[config.mk]
export PLATFORM = sky130hd
export DESIGN_NAME = process_monitor_seq
export DESIGN_NICKNAME = d
export VERILOG_FILES = /design/src/rtl/process_monitor_seq_pkg.sv /design/src/rtl/process_monitor_seq_cnt.sv /design/src/rtl/process_monitor_seq.sv
export SDC_FILE = /design/constraint.sdc
export NUM_CORES = 1
export LEC_CHECK = 0
export BUFFER_PORTS_ARGS = -buffer_cell sky130_fd_sc_hd__buf_2
export CORE_MARGIN = 2
export CORE_UTILIZATION = 48
export CTS_CLUSTER_DIAMETER = 120
export DETAILED_ROUTE_END_ITERATION = 6
export GPL_ROUTABILITY_DRIVEN = 0
export HOLD_SLACK_MARGIN = 0.1
export PLACE_DENSITY_LB_ADDON = 0.1
export SYNTH_ARGS = -nofsm -noshare
export SYNTH_HDL_FRONTEND = slang
export SYNTH_HIERARCHICAL = 1
export SYNTH_SLANG_ARGS = --single-unit
[constraint.sdc]
create_clock -name i_clk -period 2.2 [get_ports i_clk]
set_clock_uncertainty 0.15 [all_clocks]
set_input_delay 0.11 -clock i_clk [delete_from_list [all_inputs] [get_ports i_clk]]
set_output_delay 0.11 -clock i_clk [all_outputs]
set_load 0.1 [all_outputs]
[src/rtl/process_monitor_seq_pkg.sv]
// Shared definitions for the ring-oscillator process monitor:
// FSM state encoding, default parameter values and a timer width helper.
package process_monitor_seq_pkg;

  localparam int DEF_NB_MONITOR    = 4;
  localparam int DEF_COUNT_W       = 16;
  localparam int DEF_TARGET_W      = 16;
  localparam int DEF_SETTLE_CYCLES = 8;

  typedef enum logic [1:0] {
    ST_IDLE    = 2'd0,
    ST_SETTLE  = 2'd1,
    ST_MEASURE = 2'd2,
    ST_REPORT  = 2'd3
  } state_t;

  // One down-counter times both the settle and the measure phases, so it
  // must be wide enough for whichever of the two is longer.
  function automatic int timer_width(input int target_w, input int settle_cycles);
    int settle_w;
    settle_w = $clog2(settle_cycles + 1);
    return (target_w > settle_w) ? target_w : settle_w;
  endfunction

endpackage

[src/rtl/process_monitor_seq_cnt.sv]
// One saturating event counter: synchronous clear has priority over the
// increment, and the count sticks at all-ones instead of wrapping.
// The combinational next value is exported so the parent can capture a
// result that includes an event arriving on the final measurement cycle.
module process_monitor_seq_cnt
  import process_monitor_seq_pkg::*;
#(
  parameter int COUNT_W = DEF_COUNT_W
) (
  input  logic               i_clk,
  input  logic               i_rst_n,
  input  logic               i_clr,
  input  logic               i_inc,
  output logic [COUNT_W-1:0] o_count_next
);

  localparam logic [COUNT_W-1:0] COUNT_MAX = '1;

  logic [COUNT_W-1:0] count_reg;
  logic [COUNT_W-1:0] count_next;

  // Next count: clear, saturating increment, or hold.
  always_comb begin
    count_next = count_reg;
    if (i_clr) begin
      count_next = '0;
    end else if (i_inc && (count_reg != COUNT_MAX)) begin
      count_next = count_reg + COUNT_W'(1);
    end
  end

  // Count register.
  always_ff @(posedge i_clk or negedge i_rst_n) begin
    if (!i_rst_n) begin
      count_reg <= '0;
    end else begin
      count_reg <= count_next;
    end
  end

  assign o_count_next = count_next;

endmodule

[src/rtl/process_monitor_seq.sv]
// Ring-oscillator process monitor sequencer.
// IDLE -> SETTLE (ROs enabled, pulses ignored) -> MEASURE (count pulses for
// the latched window) -> REPORT (one-cycle o_valid with the new counts).
// Optional sticky threshold alarms are compiled in when the macro
// PROCESS_MONITOR_SEQ_ALARM_EN is defined; otherwise the alarm outputs are 0.
module process_monitor_seq
  import process_monitor_seq_pkg::*;
#(
  parameter int NB_MONITOR    = DEF_NB_MONITOR,
  parameter int COUNT_W       = DEF_COUNT_W,
  parameter int TARGET_W      = DEF_TARGET_W,
  parameter int SETTLE_CYCLES = DEF_SETTLE_CYCLES
) (
  input  logic                               i_clk,
  input  logic                               i_rst_n,
  input  logic                               i_enable,
  input  logic                               i_start,
  input  logic                               i_continuous,
  input  logic [TARGET_W-1:0]                i_target,
  input  logic [NB_MONITOR-1:0]              i_use_ro,
  input  logic [NB_MONITOR-1:0]              i_ro_pulse,
  input  logic [COUNT_W-1:0]                 i_thr_lo,
  input  logic [COUNT_W-1:0]                 i_thr_hi,
  input  logic                               i_alarm_clr,
  output logic [NB_MONITOR-1:0]              o_ro_en,
  output logic                               o_busy,
  output logic                               o_valid,
  output logic [NB_MONITOR-1:0][COUNT_W-1:0] o_count,
  output logic [NB_MONITOR-1:0]              o_alarm_lo,
  output logic [NB_MONITOR-1:0]              o_alarm_hi
);

  localparam int TIMER_W = timer_width(TARGET_W, SETTLE_CYCLES);
  localparam logic [TIMER_W-1:0] SETTLE_LOAD = TIMER_W'(SETTLE_CYCLES - 1);

  state_t                             state_reg, state_next;
  logic [TIMER_W-1:0]                 timer_reg, timer_next;
  logic [TARGET_W-1:0]                target_reg, target_next;
  logic [NB_MONITOR-1:0]              mask_reg, mask_next;
  logic [NB_MONITOR-1:0][COUNT_W-1:0] count_reg;
  logic [NB_MONITOR-1:0][COUNT_W-1:0] cnt_next;
  logic [NB_MONITOR-1:0]              cnt_inc;
  logic                               cnt_clr;
  logic                               load_result;

  // Next-state, phase timer and latched configuration.
  // load_result marks the edge entering REPORT, where the counts are captured.
  always_comb begin
    state_next  = state_reg;
    timer_next  = timer_reg;
    target_next = target_reg;
    mask_next   = mask_reg;
    load_result = 1'b0;
    if (!i_enable) begin
      state_next = ST_IDLE;
    end else begin
      case (state_reg)
        ST_IDLE: begin
          if (i_start || i_continuous) begin
            state_next  = ST_SETTLE;
            target_next = i_target;
            mask_next   = i_use_ro;
            timer_next  = SETTLE_LOAD;
          end
        end
        ST_SETTLE: begin
          if (timer_reg == '0) begin
            if (target_reg == '0) begin
              state_next  = ST_REPORT;
              load_result = 1'b1;
            end else begin
              state_next = ST_MEASURE;
              timer_next = TIMER_W'(target_reg) - TIMER_W'(1);
            end
          end else begin
            timer_next = timer_reg - TIMER_W'(1);
          end
        end
        ST_MEASURE: begin
          if (timer_reg == '0) begin
            state_next  = ST_REPORT;
            load_result = 1'b1;
          end else begin
            timer_next = timer_reg - TIMER_W'(1);
          end
        end
        ST_REPORT: begin
          if (i_continuous) begin
            target_next = i_target;
            mask_next   = i_use_ro;
            // A new channel set needs its oscillators to settle again.
            if (i_use_ro != mask_reg) begin
              state_next = ST_SETTLE;
              timer_next = SETTLE_LOAD;
            end else if (i_target == '0) begin
              state_next  = ST_REPORT;
              load_result = 1'b1;
            end else begin
              state_next = ST_MEASURE;
              timer_next = TIMER_W'(i_target) - TIMER_W'(1);
            end
          end else begin
            state_next = ST_IDLE;
          end
        end
        default: state_next = ST_IDLE;
      endcase
    end
  end

  // FSM, timer and configuration registers.
  always_ff @(posedge i_clk or negedge i_rst_n) begin
    if (!i_rst_n) begin
      state_reg  <= ST_IDLE;
      timer_reg  <= '0;
      target_reg <= '0;
      mask_reg   <= '0;
    end else begin
      state_reg  <= state_next;
      timer_reg  <= timer_next;
      target_reg <= target_next;
      mask_reg   <= mask_next;
    end
  end

  // Counters run only in MEASURE; every other state (or a disable) holds them at 0,
  // so each window starts from zero without extra bookkeeping.
  assign cnt_clr = (state_reg != ST_MEASURE) || !i_enable;

  genvar gi;
  generate
    for (gi = 0; gi < NB_MONITOR; gi++) begin : g_cnt
      assign cnt_inc[gi] = i_ro_pulse[gi] & mask_reg[gi];
      process_monitor_seq_cnt #(
        .COUNT_W (COUNT_W)
      ) u_cnt (
        .i_clk        (i_clk),
        .i_rst_n      (i_rst_n),
        .i_clr        (cnt_clr),
        .i_inc        (cnt_inc[gi]),
        .o_count_next (cnt_next[gi])
      );
    end
  endgenerate

  // Result register: captured on entry to REPORT, held otherwise.
  always_ff @(posedge i_clk or negedge i_rst_n) begin
    if (!i_rst_n) begin
      count_reg <= '0;
    end else if (load_result) begin
      for (int i = 0; i < NB_MONITOR; i++) begin
        count_reg[i] <= mask_reg[i] ? cnt_next[i] : '0;
      end
    end
  end

`ifdef PROCESS_MONITOR_SEQ_ALARM_EN
  logic [NB_MONITOR-1:0] alarm_lo_reg, alarm_hi_reg;
  logic [NB_MONITOR-1:0] set_lo, set_hi;

  generate
    for (gi = 0; gi < NB_MONITOR; gi++) begin : g_alarm
      assign set_lo[gi] = load_result & mask_reg[gi] & (cnt_next[gi] < i_thr_lo);
      assign set_hi[gi] = load_result & mask_reg[gi] & (cnt_next[gi] > i_thr_hi);
    end
  endgenerate

  // Sticky alarms; a new set beats a simultaneous clear.
  always_ff @(posedge i_clk or negedge i_rst_n) begin
    if (!i_rst_n) begin
      alarm_lo_reg <= '0;
      alarm_hi_reg <= '0;
    end else begin
      alarm_lo_reg <= set_lo | (alarm_lo_reg & {NB_MONITOR{~i_alarm_clr}});
      alarm_hi_reg <= set_hi | (alarm_hi_reg & {NB_MONITOR{~i_alarm_clr}});
    end
  end

  assign o_alarm_lo = alarm_lo_reg;
  assign o_alarm_hi = alarm_hi_reg;
`else
  logic unused_alarm_inputs;
  assign unused_alarm_inputs = ^{i_thr_lo, i_thr_hi, i_alarm_clr};
  assign o_alarm_lo = '0;
  assign o_alarm_hi = '0;
`endif

  assign o_busy  = (state_reg != ST_IDLE);
  assign o_valid = (state_reg == ST_REPORT) && i_enable;
  assign o_ro_en = o_busy ? mask_reg : '0;
  assign o_count = count_reg;

endmodule

==> impl_results.md, run 1 <==
- Final worst-path cycle share: 111%
- Pre-CTS setup slack: -0.343 ns
- Drt initial violations: slightly below 600
- CTS clk-pin slew, worst paths: approximately 0.070 ns
- Max_cap viols: 0
- Fmax: 0.410 GHz
- Critical Path Fanout Max: 10
- Count of cell types in the netlist: a little over 70
- Hold WC Path Type: in2reg
- Vias/cell: 5.45
- I/O Buffers: roughly 100
- Flops & latches, synth: about 170
- Final Critical Period: between 2 and 2.5 ns
- Wire per inst: between 15 and 20 um
- Ys async rst share: 100%
- Net count reported at finish: 1366
- Failing checks: setup timing
- Pleak: 5.34 nW
- Fill cells: ~1700
- Area Growth Syn to Fin: 33.1%
- Die area: approximately 21000 sq um
- Vias in the first global route: around 8400
- Vias post-DR: ~8600
- R2R depth: 9
- Slowest cell on the critical path: a311oi_1
- RSZ-0062 raised after global routing: yes
- Critical Path Max Stage Delay: 0.47 ns
- Initial antenna violation count: 0
- Register area share after synthesis: approximately 43%
- Clock Sink Count: between 150 and 200
- Critical path arrival: between 2 and 3 ns
- Initial Util: roughly half
- Final setup TNS: -13.73 ns
- Netlist Area Pre-Place: around 9600 sq um
- Worst-skew pair later-pin latency: between 0.4 and 0.5 ns
- Status: finished with violations
- Yosys warning total: 6
- Pin count of the biggest net entering global routing: 65
- CORE AREA: between 15000 and 20000 sq um
- Worst IR Drop VDD: 610 uV
- PnR worst setup slack: -0.242 ns
- First-pass GRT wire length: ~42000 um
- Post-synth EDFFs: 0
- R2r setup slk: -0.24 ns
- Final Routed Wirelength: ~26000 um
- WHS Path Cells: 6
- CP endpoint kind: flop
- Syn Inst Count: approximately 1000
- Reg2reg start: timer_reg[0]
- HPWL after DPL: approximately 17000 um
- Worst Max-Slew Pin Slew: approximately 0.50 ns
- Max-slew violation count: 0
- Placement Rows: approximately 50
- DR pass1 iterations: 6
- Slew margin rel.: between 60% and 70%
- WS Path Type: reg2reg
- Share of layout cells above drive strength 1: slightly above 30%
- WHS Endpoint: g_cnt[0].u_cnt/count_reg[2]
- Die height: 145 um
- Crit path cell chain: inv_1 -> ha_1 -> nor2b_1 -> and4b_2 -> and2_2 -> buf_4 -> o21ai_4 -> a311oi_1 -> o22ai_1
- Final hold viol count: 0
- Residual DRC count: 0
- Antenna viol nets, final: 0
- Gr usage total: between 20% and 30%
- Avg Inst Size Synth: about 9.5 sq um
- Beginning of the worst hold path: i_ro_pulse[0]
- Post-synth top flop: dfrtp_1
- H-tree lvl count: 4
- Most common cell after layout, fill and taps aside: dfrtp_1
- Critical path launch point type: flop
- Root buffer cell: clkbuf_16
- FF-to-FF End: timer_reg[8]
- Die width: ~150 um
- CTS tree: built
- Setup violators final: 80
- Ant. Diodes: 0
- IO Pins: 140
- Pwr per Cell Area: roughly 670 nW/um^2
- Highest-count cells in the layout ignoring fill and taps: dfrtp_1 (166), buf_4 (162), nand2_1 (117), inv_1 (95), buf_2 (92)
- Data required time at the worst endpoint: 2.34 ns
- Inserted Clock Buffers: 17
- Global route overflow: 0
- Max Root-Sink Buffers: 2
[synthesized netlist by cell type, types with 11 or more instances]
| cell type | count | area [sq um] |
|---|---|---|
| a211oi_1 | 11 | 82.6 |
| xnor2_1 | 12 | 105 |
| buf_4 | 12 | 90.1 |
| o22ai_1 | 16 | 100 |
| or3_1 | 16 | 100 |
| xor2_1 | 25 | 219 |
| nand2b_1 | 12 | 75.1 |
| inv_1 | 96 | 360 |
| nand2_1 | 122 | 458 |
| dfrtp_1 | 166 | 4150 |
| or4_1 | 19 | 143 |
| nor3_1 | 32 | 160 |
| nor4_1 | 16 | 100 |
| o31ai_1 | 19 | 143 |
| o21ai_0 | 26 | 130 |
| a21oi_1 | 58 | 290 |
| mux2_2 | 18 | 203 |
| and2_1 | 14 | 87.6 |
| nand4_1 | 23 | 144 |
| mux2i_1 | 75 | 751 |
| nand3_1 | 27 | 135 |
| nor2_1 | 51 | 191 |
[cells by family (layout without fill, tap and decap cells)]
group,Yosys count,in the layout,share of synthesized area [%]
AO/OA/AOI/OAI,172,172,12.1
XOR/XNOR,37,37,3.39
adder cells (fa/ha/maj),9,9,1.18
buffers and inverters,143,437,8.14
flip-flops,166,166,43.4
multiplexers,93,93,9.96
other,1,8,0.0392
AND/OR/NAND/NOR,386,386,21.8
[metrics by stage]
stage | util [%] | hold slack (ns) | std cells | total power, mW | area (sq um)
5_1_grt | 65.3 | 0.224 | 1573 | 8.88 | 12700
4_1_cts | 64.5 | 0.172 | 1571 | 8.46 | 12600
3_5_place_dp | 58.0 | -0.120 | 1486 | 5.45 | 11300
3_3_place_gp | 58.0 | -0.121 | 1486 | 5.43 | 11300
2_1_floorplan | - | -0.336 | 1014 | 4.68 | 9670
6_report | 65.3 | 0.190 | 1573 | 8.52 | 12700
[area by class of cell]
cell class | count | area, sq um | share of cell area [%]
clock buffer | 20 | 437 | 3.43
tap | 265 | 332 | 2.60
clock inverter | 12 | 119 | 0.933
multi-input combinational | 705 | 4880 | 38.3
sequential | 166 | 4150 | 32.6
inverter | 96 | 364 | 2.86
timing repair buffer | 309 | 2450 | 19.2
[worst max-delay path by stage]
stage / endpoint / cells after the start / startpoint / slack (ns)
floorplan: o_count[57] / 10 / mask_reg[3] / -0.05
global placement: o_count[2] / 8 / target_reg[12] / -0.29
detailed placement: o_count[4] / 8 / target_reg[12] / -0.34
CTS: o_count[6] / 10 / target_reg[12] / -0.18
global route: o_count[37] / 11 / timer_reg[0] / -0.36
finish: timer_reg[8] / 9 / timer_reg[0] / -0.24
[what timing repair did]
action                                  CTS  global route
endpoints found under the setup margin   83            94
gates cloned                              6             2
resized for setup                        37            32
hold endpoints to repair                189             0
pin swaps                                11            14
hold buffers                             27             0
buffers inserted                         20             5
[layer usage]
layer | wire (um) | GRT usage [%]
met5 | 0 | 0
met4 | 571 | 6.81
met3 | 1230 | 3.49
met2 | 12200 | 40.5
met1 | 11700 | 33.9
[worst max-delay path: cells and delay by family (launching register included)]
kind                       cells  cell delay (ns)
DFF                            1             0.38
AOI/OAI and AO/OA              3             0.73
adders and majority gates      1             0.20
and+or+nand+nor                3             0.64
buffers and inverters          2             0.20
[report_power, final]
part | leakage (nW) | internal [mW] | total (mW) | switching, mW
sequential | 1.93 | 3.21 | 3.36 | 0.145
combinational | 3.15 | 0.946 | 2.28 | 1.34
clock | 0.267 | 1.58 | 2.88 | 1.30
total | 5.34 | 5.74 | 8.52 | 2.78
Note: power is estimated with default switching activity, not from simulation.
==> run 2, diff against run 1 <==
--- a/config.mk
+++ b/config.mk
@@ -6,13 +6,15 @@
 export NUM_CORES = 1
 export LEC_CHECK = 0
 export BUFFER_PORTS_ARGS = -buffer_cell sky130_fd_sc_hd__buf_2
+export CAP_MARGIN = 20
 export CORE_MARGIN = 2
-export CORE_UTILIZATION = 48
+export CORE_UTILIZATION = 47
 export CTS_CLUSTER_DIAMETER = 120
 export DETAILED_ROUTE_END_ITERATION = 6
 export GPL_ROUTABILITY_DRIVEN = 0
 export HOLD_SLACK_MARGIN = 0.1
 export PLACE_DENSITY_LB_ADDON = 0.1
+export SKIP_CTS_REPAIR_TIMING = 1
 export SYNTH_ARGS = -nofsm -noshare
 export SYNTH_HDL_FRONTEND = slang
 export SYNTH_HIERARCHICAL = 1
==> impl_results.md, run 2 (synthesized netlist as in run 1, its figures left out) <==
- Initial Util: 47.6% (was 49.0%)
- Failing checks: DRC, setup timing (was setup timing)
- Die height: 147 um (was 145 um)
- Share of layout cells above drive strength 1: 31.5% (was 31.0%)
- Post-layout util: 63.7% (was 65.3%)
- Fmax: 0.389 GHz (was 0.410 GHz)
- H-tree lvl count: 4 (unchanged)
- Pin count of the biggest net entering global routing: 65 (unchanged)
- Design area: 12800 sq um (was 12700 sq um)
- Ant. Diodes: 0 (unchanged)
- IO Pins: 140 (unchanged)
- Worst IR Drop VDD: 561 uV (was 610 uV)
- Max Root-Sink Buffers: 2 (unchanged)
- Wire per inst: 16.7 um (was 16.3 um)
- Critical path arrival: 2.76 ns (was 2.58 ns)
- M1 WL: 12000 um (was 11700 um)
- Final setup TNS: -23.51 ns (was -13.73 ns)
- Vias/cell: 5.43 (was 5.45)
- I/O Buffers: 98 (unchanged)
- Final hold viol count: 0 (unchanged)
- Slew margin rel.: 60.7% (was 66.4%)
- CP endpoint kind: flop (unchanged)
- Critical path launch point type: flop (unchanged)
- Highest-count cells in the layout ignoring fill and taps: buf_4 (167), dfrtp_1 (166), nand2_1 (117), inv_1 (95), buf_2 (92) (was dfrtp_1 (166), buf_4 (162), nand2_1 (117), inv_1 (95), buf_2 (92))
- Most common cell after layout, fill and taps aside: buf_4 (was dfrtp_1)
- Worst-skew pair later-pin latency: 0.42 ns (was 0.43 ns)
- First-pass GRT wire length: 40600 um (was 42300 um)
- Status: finished with violations (unchanged)
- Net count reported at finish: 1373 (was 1366)
- CP delay by family, top: simple AND/OR/NAND/NOR gates (was compound AO/OA/AOI/OAI gates)
- Die area: 21500 sq um (was 21100 sq um)
- Root buffer cell: clkbuf_16 (unchanged)
- CTS tree: built (unchanged)
- Initial antenna violation count: 0 (unchanged)
- Vias in the first global route: 8104 (was 8393)
- Met3 WL: 1250 um (was 1230 um)
- Pleak: 5.39 nW (was 5.34 nW)
- Worst Max-Slew Pin Slew: 0.589 ns (was 0.504 ns)
- Buffers and inverters on the worst path: 4 (was 2)
- Die width: 147 um (was 145 um)
- CTS clk-pin slew, worst paths: 0.07 ns (about the same)
- Routed length on met2: 12900 um (was 12200 um)
- Area Growth Syn to Fin: 33.8% (was 33.1%)
- WS Path Type: reg2reg (unchanged)
- Slowest cell on the critical path: dfrtp_1 (was a311oi_1)
- Setup violators final: 84 (was 80)
- Final worst-path cycle share: 117% (was 111%)
- R2R depth: 10 (was 9)
- RSZ-0062 raised after global routing: yes (unchanged)
- Cell count after placement: 1503 (was 1486)
- Fill cells: 1748 (was 1669)
- Final Critical Period: 2.57 ns (was 2.44 ns)
- Data required time at the worst endpoint: 2.39 ns (was 2.34 ns)
- Max-slew violation count: 0 (unchanged)
- Hold WC Path Type: in2async (was in2reg)
- Max_cap viols: 0 (unchanged)
- HPWL after DPL: 17500 um (was 17300 um)
- Critical Path Fanout Max: 5 (was 10)
- Residual DRC count: 8 (was 0)
- Final Total Pwr: 8.74 mW (was 8.52 mW)
- Final Routed Wirelength: 26400 um (was 25700 um)
- Crit path cell chain: nor4_2 -> buf_4 -> nand4b_1 -> nor4_2 -> buf_4 -> o21ai_2 -> a21oi_4 -> buf_6 -> buf_12 -> mux2i_2 (was inv_1 -> ha_1 -> nor2b_1 -> and4b_2 -> and2_2 -> buf_4 -> o21ai_4 -> a311oi_1 -> o22ai_1)
- Pwr per Cell Area: 682 nW/um^2 (was 668 nW/um^2)
- Placed cell area: 11400 sq um (was 11300 sq um)
- Antenna viol nets, final: 0 (unchanged)
- Top sig layer: met4 (unchanged)
- Critical Path Stages: 10 (was 9)
- Global route overflow: 0 (unchanged)
- CORE AREA: 20100 sq um (was 19500 sq um)
- Inserted Clock Buffers: 17 (unchanged)
- Critical Path Max Stage Delay: 0.39 ns (was 0.47 ns)
- DR pass1 iterations: 7 (was 6)
- Gr usage total: 23.3% (was 24.5%)
- Drt initial violations: 663 (was 592)
- WHS: 0.0888 ns (was 0.190 ns)
- PnR worst setup slack: -0.371 ns (was -0.242 ns)
- Clock Sink Count: 166 (unchanged)
- Final Non-Filler Cells: 1583 (was 1573)
- Vias post-DR: 8588 (was 8565)
- Pre-CTS setup slack: -0.397 ns (was -0.343 ns)
- Placement Rows: 52 (was 51)
run 2: area by class of cell:
type / count / area [sq um] / area share [%]
Timing Repair Buffer: 316 / 2480 / 19.3
Tap cell: 270 / 338 / 2.64
Clock buffer: 19 / 443 / 3.46
Sequential cell: 166 / 4150 / 32.4
Clock inverter: 11 / 150 / 1.17
Multi-Input combinational cell: 705 / 4880 / 38.1
Inverter: 96 / 364 / 2.84
run 2: final timing paths:
kind                                      from                     endpoint  slack, ns
worst min register to register     o_count[48]                  o_count[48]       0.36
min in group i_clk                 i_target[7]                 timer_reg[7]       0.19
max in group asynchronous              i_rst_n  g_cnt[0].u_cnt/count_reg[2]       1.15
worst min-delay path                   i_rst_n                  o_count[49]       0.09
worst max-delay path            target_reg[14]                  o_count[13]      -0.37
worst max register to register  target_reg[14]                  o_count[13]      -0.37
run 2: routing by layer:
| metal | up-vias | global-route usage [%] |
|---|---|---|
| met1 | 4139 | 32.5 |
| met2 | 241 | 38.1 |
| met5 | - | 0 |
| met4 | 0 | 6.26 |
| met3 | 36 | 3.63 |
| li1 | 4172 | - |
run 2: where the power goes:
| group | switching (mW) | internal [mW] | leakage [nW] |
|---|---|---|---|
| Sequential | 0.116 | 3.21 | 1.93 |
| Combinational | 1.38 | 0.976 | 3.18 |
| Clock | 1.24 | 1.81 | 0.286 |
| Total | 2.74 | 6.00 | 5.39 |
==> run 3, diff against run 2 <==
--- a/config.mk
+++ b/config.mk
@@ -14,6 +14,7 @@
 export GPL_ROUTABILITY_DRIVEN = 0
 export HOLD_SLACK_MARGIN = 0.1
 export PLACE_DENSITY_LB_ADDON = 0.1
+export RECOVER_POWER = 100
 export SKIP_CTS_REPAIR_TIMING = 1
 export SYNTH_ARGS = -nofsm -noshare
 export SYNTH_HDL_FRONTEND = slang
==> impl_results.md, run 3 (synthesized netlist as in run 1, its figures left out) <==
- Failing checks: capacitance limit, setup timing (was DRC, setup timing)
- Pleak: 5.31 nW (was 5.39 nW)
- H-tree lvl count: 4 (unchanged)
- Area Growth Syn to Fin: 32.4% (was 33.8%)
- Setup violators final: 84 (unchanged)
- Root buffer cell: clkbuf_16 (unchanged)
- Crit path cell chain: nor4_2 -> buf_4 -> nand4b_1 -> nor4_2 -> buf_4 -> o21ai_2 -> a21oi_4 -> buf_6 -> buf_12 -> mux2i_2 (unchanged)
- DR pass1 iterations: 6 (was 7)
- Placed cell area: 11400 sq um (unchanged)
- HPWL after DPL: 17500 um (unchanged)
- Fmax: 0.381 GHz (was 0.389 GHz)
- Fill cells: 1795 (was 1748)
- WHS: 0.185 ns (was 0.0888 ns)
- IO Pins: 140 (unchanged)
- First-pass GRT wire length: 40600 um (unchanged)
- Worst Max-Slew Pin Slew: 1.50 ns (was 0.589 ns)
- Highest-count cells in the layout ignoring fill and taps: dfrtp_1 (166), buf_4 (166), nand2_1 (117), inv_1 (95), mux2i_1 (74) (was buf_4 (167), dfrtp_1 (166), nand2_1 (117), inv_1 (95), buf_2 (92))
- Initial Util: 47.6% (unchanged)
- Final hold viol count: 0 (unchanged)
- CP endpoint kind: flop (unchanged)
- Die height: 147 um (unchanged)
- Critical Path Max Stage Delay: 0.39 ns (about the same)
- Inserted Clock Buffers: 17 (unchanged)
- Critical Path Fanout Max: 5 (unchanged)
- CORE AREA: 20100 sq um (unchanged)
- Residual DRC count: 0 (was 8)
- Wire per inst: 16.8 um (was 16.7 um)
- Data required time at the worst endpoint: 2.39 ns (about the same)
- Ant. Diodes: 0 (unchanged)
- Placement Rows: 52 (unchanged)
- Final setup TNS: -27.03 ns (was -23.51 ns)
- Cell count after placement: 1503 (unchanged)
- CTS tree: built (unchanged)
- Net count reported at finish: 1373 (unchanged)
- I/O Buffers: 98 (unchanged)
- Die area: 21500 sq um (unchanged)
- Max-slew violation count: 0 (unchanged)
- Post-layout util: 63.1% (was 63.7%)
- Max Root-Sink Buffers: 2 (unchanged)
- Clock Sink Count: 166 (unchanged)
- Worst-skew pair later-pin latency: 0.42 ns (about the same)
- Gr usage total: 23.3% (unchanged)
- Final Critical Period: 2.62 ns (was 2.57 ns)
- CTS clk-pin slew, worst paths: 0.07 ns (about the same)
- Pin count of the biggest net entering global routing: 65 (unchanged)
- Slew margin rel.: 0.0104% (was 60.7%)
- PnR worst setup slack: -0.422 ns (was -0.371 ns)
- Final Non-Filler Cells: 1583 (unchanged)
- Final Routed Wirelength: 26500 um (was 26400 um)
- Antenna viol nets, final: 0 (unchanged)
- Vias in the first global route: 8104 (unchanged)
- Initial antenna violation count: 0 (unchanged)
- Slowest cell on the critical path: dfrtp_1 (unchanged)
- Design area: 12700 sq um (was 12800 sq um)
- RSZ-0062 raised after global routing: yes (unchanged)
- Critical path launch point type: flop (unchanged)
- Status: finished with violations (unchanged)
- Max_cap viols: 1 (was 0)
- Critical path arrival: 2.81 ns (was 2.76 ns)
- Global route overflow: 0 (unchanged)
- Drt initial violations: 681 (was 663)
- Die width: 147 um (unchanged)
- Vias post-DR: 8580 (was 8588)
- Hold WC Path Type: in2reg (was in2async)
- Share of layout cells above drive strength 1: 26.7% (was 31.5%)
- Final worst-path cycle share: 119% (was 117%)
- Worst IR Drop VDD: 561 uV (about the same)
- Vias/cell: 5.42 (was 5.43)
- Pwr per Cell Area: 688 nW/um^2 (was 682 nW/um^2)
- WS Path Type: reg2reg (unchanged)
-- run 3: cell count changes in the layout (fill, tap and decap cells not counted) --
cell / before / now
buf_12: 9 / 6
buf_2: 92 / 30
clkbuf_2: 0 / 4
clkbuf_1: 1 / 64
buf_4: 167 / 166
buf_6: 13 / 12
-- run 3: layout make-up --
| class | instances | area (sq um) | area share [%] |
|---|---|---|---|
| inverter | 96 | 364 | 2.87 |
| multi-input combinational | 705 | 4880 | 38.5 |
| sequential | 166 | 4150 | 32.8 |
| timing repair buffer | 316 | 2340 | 18.5 |
| tap | 270 | 338 | 2.67 |
| clock buffer | 19 | 443 | 3.49 |
| clock inverter | 11 | 150 | 1.18 |
-- run 3: report_power, final --
part / total (mW) / leakage (nW) / internal, mW / switching, mW
logic: 2.35 / 3.09 / 0.963 / 1.38
registers: 3.33 / 1.93 / 3.21 / 0.117
clock network: 3.05 / 0.286 / 1.81 / 1.24
total: 8.72 / 5.31 / 5.99 / 2.74
-- run 3: metrics by stage --
step,power [mW],setup slack [ns]
finish,8.72,-0.422
global route,9.11,-0.398
CTS,8.59,-0.408
detailed placement,5.51,-0.397
global placement,5.50,-0.438
floorplan,4.68,-0.0477
-- run 3: worst max-delay path: cells and delay by family, from the launching register on --
family                 cells  cell delay (ns)
AOI/OAI and AO/OA          2             0.30
muxes                      1             0.22
DFF                        1             0.39
and+or+nand+nor            3             0.80
buffers and inverters      4             0.67
-- run 3: final timing paths --
check / from / to / slack (ns) / depth (start not counted)
max in group asynchronous: i_rst_n / timer_reg[12] / 0.27 / 3
worst min register to register: o_count[48] / o_count[48] / 0.36 / 2
min in group asynchronous: i_rst_n / o_count[49] / 0.44 / 2
worst max-delay path: target_reg[14] / o_count[13] / -0.42 / 10
worst min-delay path: i_target[7] / timer_reg[7] / 0.18 / 6
worst max register to register: target_reg[14] / o_count[13] / -0.42 / 10
-- run 3: per-layer routing --
metal / GRT usage [%] / routed length, um / vias up
met4: 6.26 / 421 / 0
met2: 38.1 / 12800 / 260
li1: - / - / 4172
met5: 0 / 0 / -
met3: 3.63 / 1440 / 50
met1: 32.5 / 11900 / 4098
